## src/rtl/bist_resp_analyzer_pkg.sv

```systemverilog
// Shared BIST definitions: run states and default MISR geometry, used by the
// response analyzer and its MISR core.
package bist_resp_analyzer_pkg;

  typedef enum logic [1:0] {
    IDLE    = 2'd0,
    COMPACT = 2'd1,
    COMPARE = 2'd2,
    DONE    = 2'd3
  } bra_state_e;

  localparam int          DEF_SIG_W = 16;
  localparam logic [15:0] DEF_POLY  = 16'h002D;

endpackage

```

## src/rtl/bist_resp_analyzer_misr_core.sv

```systemverilog
// Multiple-input signature register: the signature register plus its feedback
// XOR network. Sequencing is owned by the instantiating analyzer.
module misr_core
  import bist_resp_analyzer_pkg::*;
#(
  parameter int               SIG_W = DEF_SIG_W,
  parameter int               IN_W  = 2,
  parameter logic [SIG_W-1:0] POLY  = SIG_W'(DEF_POLY)
) (
  input  logic             CLK,
  input  logic             RST,
  input  logic             load,
  input  logic [SIG_W-1:0] load_val,
  input  logic             shift_en,
  input  logic [IN_W-1:0]  din,
  output logic [SIG_W-1:0] sig
);

  function automatic logic [SIG_W-1:0] misr_next(input logic [SIG_W-1:0] cur,
                                                 input logic [IN_W-1:0]  beat);
    logic [SIG_W-1:0] fb;
    fb = cur[SIG_W-1] ? POLY : '0;
    return {cur[SIG_W-2:0], 1'b0} ^ fb ^ SIG_W'(beat);
  endfunction

  // Reset and load both return the register to the seed supplied by the owner.
  always_ff @(posedge CLK) begin
    if (RST)           sig <= load_val;
    else if (load)     sig <= load_val;
    else if (shift_en) sig <= misr_next(sig, din);
  end

endmodule

```

## src/rtl/bist_resp_analyzer.sv

```systemverilog
// BIST response analyzer: compacts CUT response beats into a MISR signature and
// checks it against GOLDEN at the end of the run.
// Optional macro BRA_COUNT_CHECK_EN also requires exactly N_PATTERNS beats.
module bist_resp_analyzer
  import bist_resp_analyzer_pkg::*;
#(
  parameter int               SIG_W      = DEF_SIG_W,
  parameter int               IN_W       = 2,
  parameter logic [SIG_W-1:0] POLY       = SIG_W'(DEF_POLY),
  parameter logic [SIG_W-1:0] SEED       = '0,
  parameter logic [SIG_W-1:0] GOLDEN     = '0,
  parameter int               N_PATTERNS = 1000
) (
  input  logic             CLK,
  input  logic             RST,
  input  logic             in_start,
  input  logic             in_valid,
  input  logic             in_last,
  input  logic [IN_W-1:0]  in_resp,
  output logic             out_busy,
  output logic             out_done,
  output logic             out_pass_fail,
  output logic [SIG_W-1:0] out_signature
);

  bra_state_e state_q, state_d;
  logic       run_load;
  logic       beat_en;
  logic       count_ok;
  logic       pass_fail_q;

  assign run_load = ((state_q == IDLE) || (state_q == DONE)) && in_start;
  assign beat_en  = (state_q == COMPACT) && in_valid;

  misr_core #(
    .SIG_W (SIG_W),
    .IN_W  (IN_W),
    .POLY  (POLY)
  ) u_misr (
    .CLK      (CLK),
    .RST      (RST),
    .load     (run_load),
    .load_val (SEED),
    .shift_en (beat_en),
    .din      (in_resp),
    .sig      (out_signature)
  );

`ifdef BRA_COUNT_CHECK_EN
  localparam int CNT_W = $clog2(N_PATTERNS + 2);
  logic [CNT_W-1:0] count_q;

  // Saturates so an overlong run can never wrap back onto N_PATTERNS.
  always_ff @(posedge CLK) begin
    if (RST)                             count_q <= '0;
    else if (run_load)                   count_q <= '0;
    else if (beat_en && (count_q != '1)) count_q <= count_q + 1'b1;
  end

  assign count_ok = (count_q == CNT_W'(N_PATTERNS));
`else
  logic unused_cfg;
  assign unused_cfg = ^N_PATTERNS;
  assign count_ok   = 1'b1;
`endif

  always_ff @(posedge CLK) begin
    if (RST) state_q <= IDLE;
    else     state_q <= state_d;
  end

  always_comb begin
    state_d = state_q;
    case (state_q)
      IDLE:    if (in_start) state_d = COMPACT;
      COMPACT: if (in_valid && in_last) state_d = COMPARE;
      COMPARE: state_d = DONE;
      DONE:    if (in_start) state_d = COMPACT;
      default: state_d = IDLE;
    endcase
  end

  always_ff @(posedge CLK) begin
    if (RST)                     pass_fail_q <= 1'b0;
    else if (run_load)           pass_fail_q <= 1'b0;
    else if (state_q == COMPARE) pass_fail_q <= (out_signature == GOLDEN) && count_ok;
  end

  assign out_busy      = (state_q == COMPACT) || (state_q == COMPARE);
  assign out_done      = (state_q == DONE);
  assign out_pass_fail = pass_fail_q;

endmodule

```

## config.mk

```make
export PLATFORM = sky130hd
export DESIGN_NAME = bist_resp_analyzer
export DESIGN_NICKNAME = d
export VERILOG_FILES = /design/src/rtl/bist_resp_analyzer_pkg.sv /design/src/rtl/bist_resp_analyzer_misr_core.sv /design/src/rtl/bist_resp_analyzer.sv
export SDC_FILE = /design/constraint.sdc
export NUM_CORES = 1
export LEC_CHECK = 0
export ABC_AREA = 1
export BUFFER_PORTS_ARGS = -buffer_cell sky130_fd_sc_hd__buf_2
export CORE_MARGIN = 5
export CORE_UTILIZATION = 50
export DETAILED_ROUTE_END_ITERATION = 6
export PLACE_DENSITY = 0.86
export SLEW_MARGIN = 5
export SYNTH_ARGS = -nofsm -noshare
export SYNTH_HDL_FRONTEND = slang
export SYNTH_SLANG_ARGS = --single-unit
```

## constraint.sdc

```tcl
create_clock -name CLK -period 3.35 [get_ports CLK]
set_input_delay 0.67 -clock CLK [delete_from_list [all_inputs] [get_ports CLK]]
set_output_delay 0.67 -clock CLK [all_outputs]
set_load 0.01 [all_outputs]
```

==> summary.md, run 1 <==
| Metric | Value |
|---|---|
| Clock Sinks | `19` |
| Final critical-path required period | `1.95 ns` |
| Max Root-Sink Buffers | `2` |
| Worst-path clk slew | `0.10 ns` |
| Core Rows | `15` |
| DRC Markers | `0` |
| Total clock buffers created by CTS | `3` |
| CTS tree | `yes` |
| Top cell type's share of synthesized area | `0.411` |
| Fill cell count | `176` |
| DR vias/cell | `4.94` |
| Post-CTS setup repair buffer count | `0` |
| Worst slew pin tran | `0.719 ns` |
| Leakage Power | `0.453 nW` |
| Length of the first detailed-routing pass in iterations | `4` |
| R2r setup slk | `1.78 ns` |
| Maximum vdd drop | `0.383 mV` |
| Antenna violations before repair | `0` |
| Post-CTS resize count | `0` |
| Outcome | `complete, no violations` |
| Critical Path Sink Type | `primary output` |
| Max Slew Vio Count | `0` |
| Met3 Track Usage GR | `0.0338` |
| Hold buffers post-CTS | `0` |
| Worst setup margin | `1.40 ns` |
| GRT Total Usage | `0.148` |
| Number of global-route vias before repair | `736` |
| Port buffer count | `25` |
| Arr. time, crit path | `1.28 ns` |
| WS Path Type | `reg2out` |
| Critical Path Source Type | `register` |
| Routability cong. | `0.730` |
| First-pass GRT wire length | `3110 um` |
| GR Layer Usage met2 | `0.252` |
| Core Footprint | `1750 um^2` |
| Max-Cap Viols | `0` |
| Synth unique cells | `22` |
| Mean Syn Cell Area | `8.41 um^2` |
| Gate Count Post-Synth | `110` |
| Die X | `53.0 um` |
| Final net count | `145` |
| Final instance area | `1040 um^2` |
| Wire per inst | `11.3 um` |
| Top Usage Layer GRT | `met2` |
| # H-tree levels | `1` |
| Post-route clock skew | `0.00212 ns` |
| Largest net degree at the start of global routing | `18` |
| Grt total ovfl | `0` |
| Setup violators final | `0` |
| Hold Crit Class | `reg2reg` |
| Final Hold Fails | `0` |
| DR iter-0 viols | `10` |
| Synthesis-to-layout area growth | `13.0%` |
| Hold slack | `0.473 ns` |
| Placed Area | `1020 um^2` |
| Crit Path Max Fanout | `4` |
| Netlist Area Pre-Place | `925 um^2` |
| Antenna Cells | `0` |
| # IOs | `26` |
| Chip height | `53.0 um` |
| Met1 usage | `0.180` |
| Final worst path period share | `0.584` |
| Starting Density | `0.530` |
| Largest cells by area after synthesis | `dfxtp_1, nand2_1, a211oi_2` |
| Setup_tns | `0 ns` |
| Final WL | `1800 um` |
| Layout cell share with drive strength beyond 1 | `0.291` |
| CTS root buffer | `clkbuf_4` |
| Vias | `785` |
| Synth warn | `0` |
| Clock Latency Late Sink | `0.29 ns` |
| Post-route ant nets | `0` |
| Post-Syn Nets | `120` |
| Peak Freq | `512 MHz` |
| Max_slew headroom | `0.521` |
| Unrepaired setup endpoints after global routing | `false` |
| Post-synthesis sequential area ratio | `0.411` |
| Critical path required time | `2.68 ns` |
| FF+latch count, synth | `19` |
| Final HPWL DP | `1330 um` |
| Full die area | `2810 um^2` |
| Dpl ws | `1.71 ns` |
| Dominant cell type by area after synthesis | `dfxtp_1` |
| PwrDens | `633 nW/um^2` |
[synth_stat cells]
library cell / instances
a21oi_1: 9
a211oi_2: 6
nand2_4: 1
nand2_1: 25
nor2_1: 18
dfxtp_1: 19
a21o_1: 1
buf_12: 1
inv_1: 8
and2_0: 1
clkbuf_2: 1
a21oi_2: 3
or2_1: 1
inv_6: 1
xnor2_1: 3
o21ai_0: 1
nand3_1: 1
buf_8: 1
a211oi_1: 3
o21bai_1: 1
buf_6: 2
ha_1: 3
[power by group]
part	switching (W)	leakage, nW	internal [W]
Combinational	0.000164	0.284	0.0000969
Sequential	0.0000325	0.154	0.000257
Clock	0.0000650	0.0150	0.0000463
Total	0.000261	0.453	0.000401
[layout make-up]
cell class | instances | area, um^2 | share of cell area
Multi-Input combinational cell | 77 | 443 | 0.424
Sequential cell | 19 | 380 | 0.364
Timing Repair Buffer | 25 | 125 | 0.120
Inverter | 9 | 38.8 | 0.0371
Tap cell | 25 | 31.3 | 0.0299
Clock buffer | 4 | 26.3 | 0.0251
[metal layers]
metal	wire (um)	part of all wire
met5	0	0
met4	32	0.018
met3	87	0.048
met2	855	0.47
met1	828	0.46
[stage by stage]
step                std cells  utilization  power, W
global placement          155        0.584  0.000547
detailed placement        155        0.584  0.000557
global route              159        0.599  0.000712
CTS                       159        0.599  0.000665
finish                    159        0.599  0.000662
floorplan                 110            -  0.000519
[cell families (layout without fill, tap and decap cells)]
logic type	Yosys count	count (layout)	share of synthesized area
AND/OR/NAND/NOR	47	47	0.206
AO/OA/AOI/OAI	24	24	0.204
flip-flops	19	19	0.411
buffers and inverters	14	38	0.110
adder cells (fa/ha/maj)	3	3	0.0406
XOR/XNOR	3	3	0.0284
[registers in the layout, indices dropped and copies added, names as in the netlist]
register,count
out_pass_fail,1
u_misr.sig,16
state_q,2
[worst paths after layout]
path	cells past startpoint	end	start
setup / recovery	4	out_busy	state_q[0]
hold / removal	2	out_pass_fail	out_pass_fail
setup reg to reg	4	u_misr.sig[11]	state_q[0]
hold reg to reg	2	out_pass_fail	out_pass_fail
[cells in the final DEF (no fill, tap or decap), types with 3 or more instances in the layout]
master / instances
nand2_1: 25
buf_2: 25
dfxtp_1: 19
nor2_1: 18
a21oi_1: 9
inv_1: 8
a211oi_2: 6
a21oi_2: 3
a211oi_1: 3
xnor2_1: 3
ha_1: 3
clkbuf_4: 3
[worst max-delay path, stage by stage, from the launching register on]
cell and delay, ns:
dfxtp_1 0.39, inv_1 0.06, ha_1 0.30, inv_1 0.10, buf_2 0.14
Power figures use the tool's default switching activity.
==> run 2, diff against run 1 <==
CORE_UTILIZATION = 45   (was 50)
PLACE_DENSITY = 0.82   (was 0.86)
clock period = 1.6 ns   (was 3.35 ns; I/O delays follow)
==> run 2 against run 1 <==
Against the previous run:
- register-to-register slack lost 1.6 ns
- final cell count grew 1.3%
- first-iteration DRC count grew to 2.5 times the previous value
- largest cell class unchanged
- cell area grew 1.7%
- highest routed layer unchanged
- combinational power grew 120%
- via count grew 1.1%
==> summary.md, run 2 (same netlist as run 1, synthesis figures left out) <==
| Metric | Value |
|---|---|
| Worst setup margin | `0.103 ns (-1.29 ns)` |
| Crit path from | `state_q[0]` |
| Max Root-Sink Buffers | `2 (unchanged)` |
| DR vias/cell | `4.93 (-0.11%)` |
| Clock Latency Late Sink | `0.29 ns (about the same)` |
| Core Footprint | `1960 um^2 (+12%)` |
| Worst hold start | `RST` |
| Placed Area | `1020 um^2 (+0.25%)` |
| Arr. time, crit path | `1.18 ns (-0.10 ns)` |
| Max_slew headroom | `0.719 (+0.198)` |
| Largest net degree at the start of global routing | `18 (unchanged)` |
| Total clock buffers created by CTS | `3 (unchanged)` |
| Dpl ws | `0.0477 ns (-1.66 ns)` |
| Final core occ | `0.541 (-0.0571)` |
| Starting Density | `0.471 (-0.0584)` |
| Core Rows | `16 (+1)` |
| Routability cong. | `0.759 (+4.0%)` |
| # H-tree levels | `1 (unchanged)` |
| Leakage Power | `0.451 nW (-0.42%)` |
| # IOs | `26 (unchanged)` |
| Setup violators final | `0 (unchanged)` |
| Max FFs per register | `16 (unchanged)` |
| Cell family with most CP delay | `flip-flops` |
| Post-CTS setup repair buffer count | `0 (unchanged)` |
| Antenna violations before repair | `0 (unchanged)` |
| Layout cell share with drive strength beyond 1 | `0.321 (+0.0299)` |
| Most frequent cells in the layout | `nand2_1, buf_2, nor2_1, dfxtp_1, a21oi_1` |
| Chip height | `55.3 um (+4.4%)` |
| WS Path Type | `reg2out` |
| Crit path largest cell delay | `0.37 ns (-0.02 ns)` |
| Post-route ant nets | `0 (unchanged)` |
| Peak Freq | `668 MHz` |
| First-pass GRT wire length | `3240 um (+4.2%)` |
| Die X | `55.3 um (+4.4%)` |
| Grt total ovfl | `0 (unchanged)` |
| Length of the first detailed-routing pass in iterations | `4 (unchanged)` |
| Max Slew Vio Count | `0 (unchanged)` |
| Hold Crit Class | `in2reg` |
| Final HPWL DP | `1340 um (about the same)` |
| R2r setup slk | `0.23 ns (-1.55 ns)` |
| Top reg by flops | `u_misr.sig` |
| Crit-path cells | `inv_1 > ha_4 > inv_2 > buf_2` |
| Critical path required time | `1.28 ns (-1.40 ns)` |
| Reg-to-Reg End | `u_misr.sig[2]` |
| Maximum vdd drop | `0.653 mV (+71%)` |
| Critical Path Sink Type | `primary output` |
| Post-route clock skew | `0.00170 ns (-0.000420 ns)` |
| Final instance area | `1060 um^2 (+1.7%)` |
| Critical Path Source Type | `register` |
| Critical path's slowest cell | `dfxtp_2` |
| Crit Path Max Fanout | `4 (unchanged)` |
| Levels on crit path | `4 (unchanged)` |
| Number of global-route vias before repair | `732 (-0.54%)` |
| CTS root buffer | `clkbuf_4` |
| Hold endpoint | `state_q[0]` |
| Final worst path period share | `0.936` |
| Port buffer count | `25 (unchanged)` |
| RR Startpoint | `state_q[1]` |
| GRT Total Usage | `0.128 (-0.0197)` |
| Outcome | `complete, no violations` |
| Antenna Cells | `0 (unchanged)` |
| Final net count | `145 (unchanged)` |
| CTS tree | `yes` |
| Final WL | `1870 um (+3.4%)` |
| Full die area | `3060 um^2 (+9.0%)` |
| Final critical-path required period | `1.50 ns` |
| Wire per inst | `11.6 um (+2.2%)` |
| Buf/Inv on CP | `3 (unchanged)` |
| Worst-path clk slew | `0.10 ns (about the same)` |
| Hold path depth | `2 (unchanged)` |
| Hold buffers post-CTS | `0 (unchanged)` |
| DR iter-0 viols | `25 (+15)` |
| DRC Markers | `0 (unchanged)` |
| Final Hold Fails | `0 (unchanged)` |
| Vias | `794 (+1.1%)` |
| Clock Sinks | `19 (unchanged)` |
| Synthesis-to-layout area growth | `14.9%` |
| Unrepaired setup endpoints after global routing | `false` |
| PwrDens | `1360 nW/um^2 (+110%)` |
| Max-Cap Viols | `0 (unchanged)` |
| Reg2reg path depth | `6 (+2)` |
| Setup_tns | `0 ns (unchanged)` |
| Worst slew pin tran | `0.421 ns (-0.298 ns)` |
-- run 2: cell counts in the layout (fill, tap and decap cells not counted) --
No cell type changed its count.
-- run 2: cell type report --
class                           count  area [um^2]
Sequential cell                    19          382
Inverter                            9         38.8
Multi-Input combinational cell     77          457
Clock buffer                        4         26.3
Tap cell                           27         33.8
Timing Repair Buffer               25          125
Fill cell                         199          900
-- run 2: worst max-delay path by stage --
| stage | end | slack (ns) |
|---|---|---|
| floorplan | u_misr.sig[10] | 0.28 |
| global placement | u_misr.sig[3] | 0.12 |
| detailed placement | u_misr.sig[13] | 0.05 |
| CTS | out_busy | 0.02 |
| global route | out_busy | 0.02 |
| finish | out_busy | 0.10 |
-- run 2: power by group --
group          switching, W  total [W]  internal (W)
Sequential        0.0000747   0.000616      0.000541
Clock              0.000143   0.000240     0.0000970
Combinational      0.000355   0.000585      0.000230
Total              0.000573    0.00144      0.000868
-- run 2: repair_timing --
action,CTS,global route
endpoints found under the setup margin,1,8
gates cloned,0,0
resized for setup,1,3
-- run 2: stage by stage --
step | power, W | hold slack (ns) | instances
floorplan | 0.00109 | 0.389 | 110
global placement | 0.00115 | 0.456 | 157
detailed placement | 0.00117 | 0.459 | 157
global route | 0.00157 | 0.191 | 161
finish | 0.00144 | 0.197 | 161
CTS | 0.00141 | 0.185 | 161
-- run 2: worst reg2reg max path: stages, from the launching register on --
cell and delay (ns):
dfxtp_1 0.38, inv_1 0.08, ha_1 0.23, nand2_4 0.17, inv_6 0.17, nor2_1 0.06
a211oi_1 0.21
-- run 2: routing by layer --
metal	up-vias	GRT usage	wire length, um
li1	400	-	-
met1	358	0.158	807
met2	32	0.201	897
met3	4	0.0326	119
met4	0	0.0729	41
met5	-	0	0
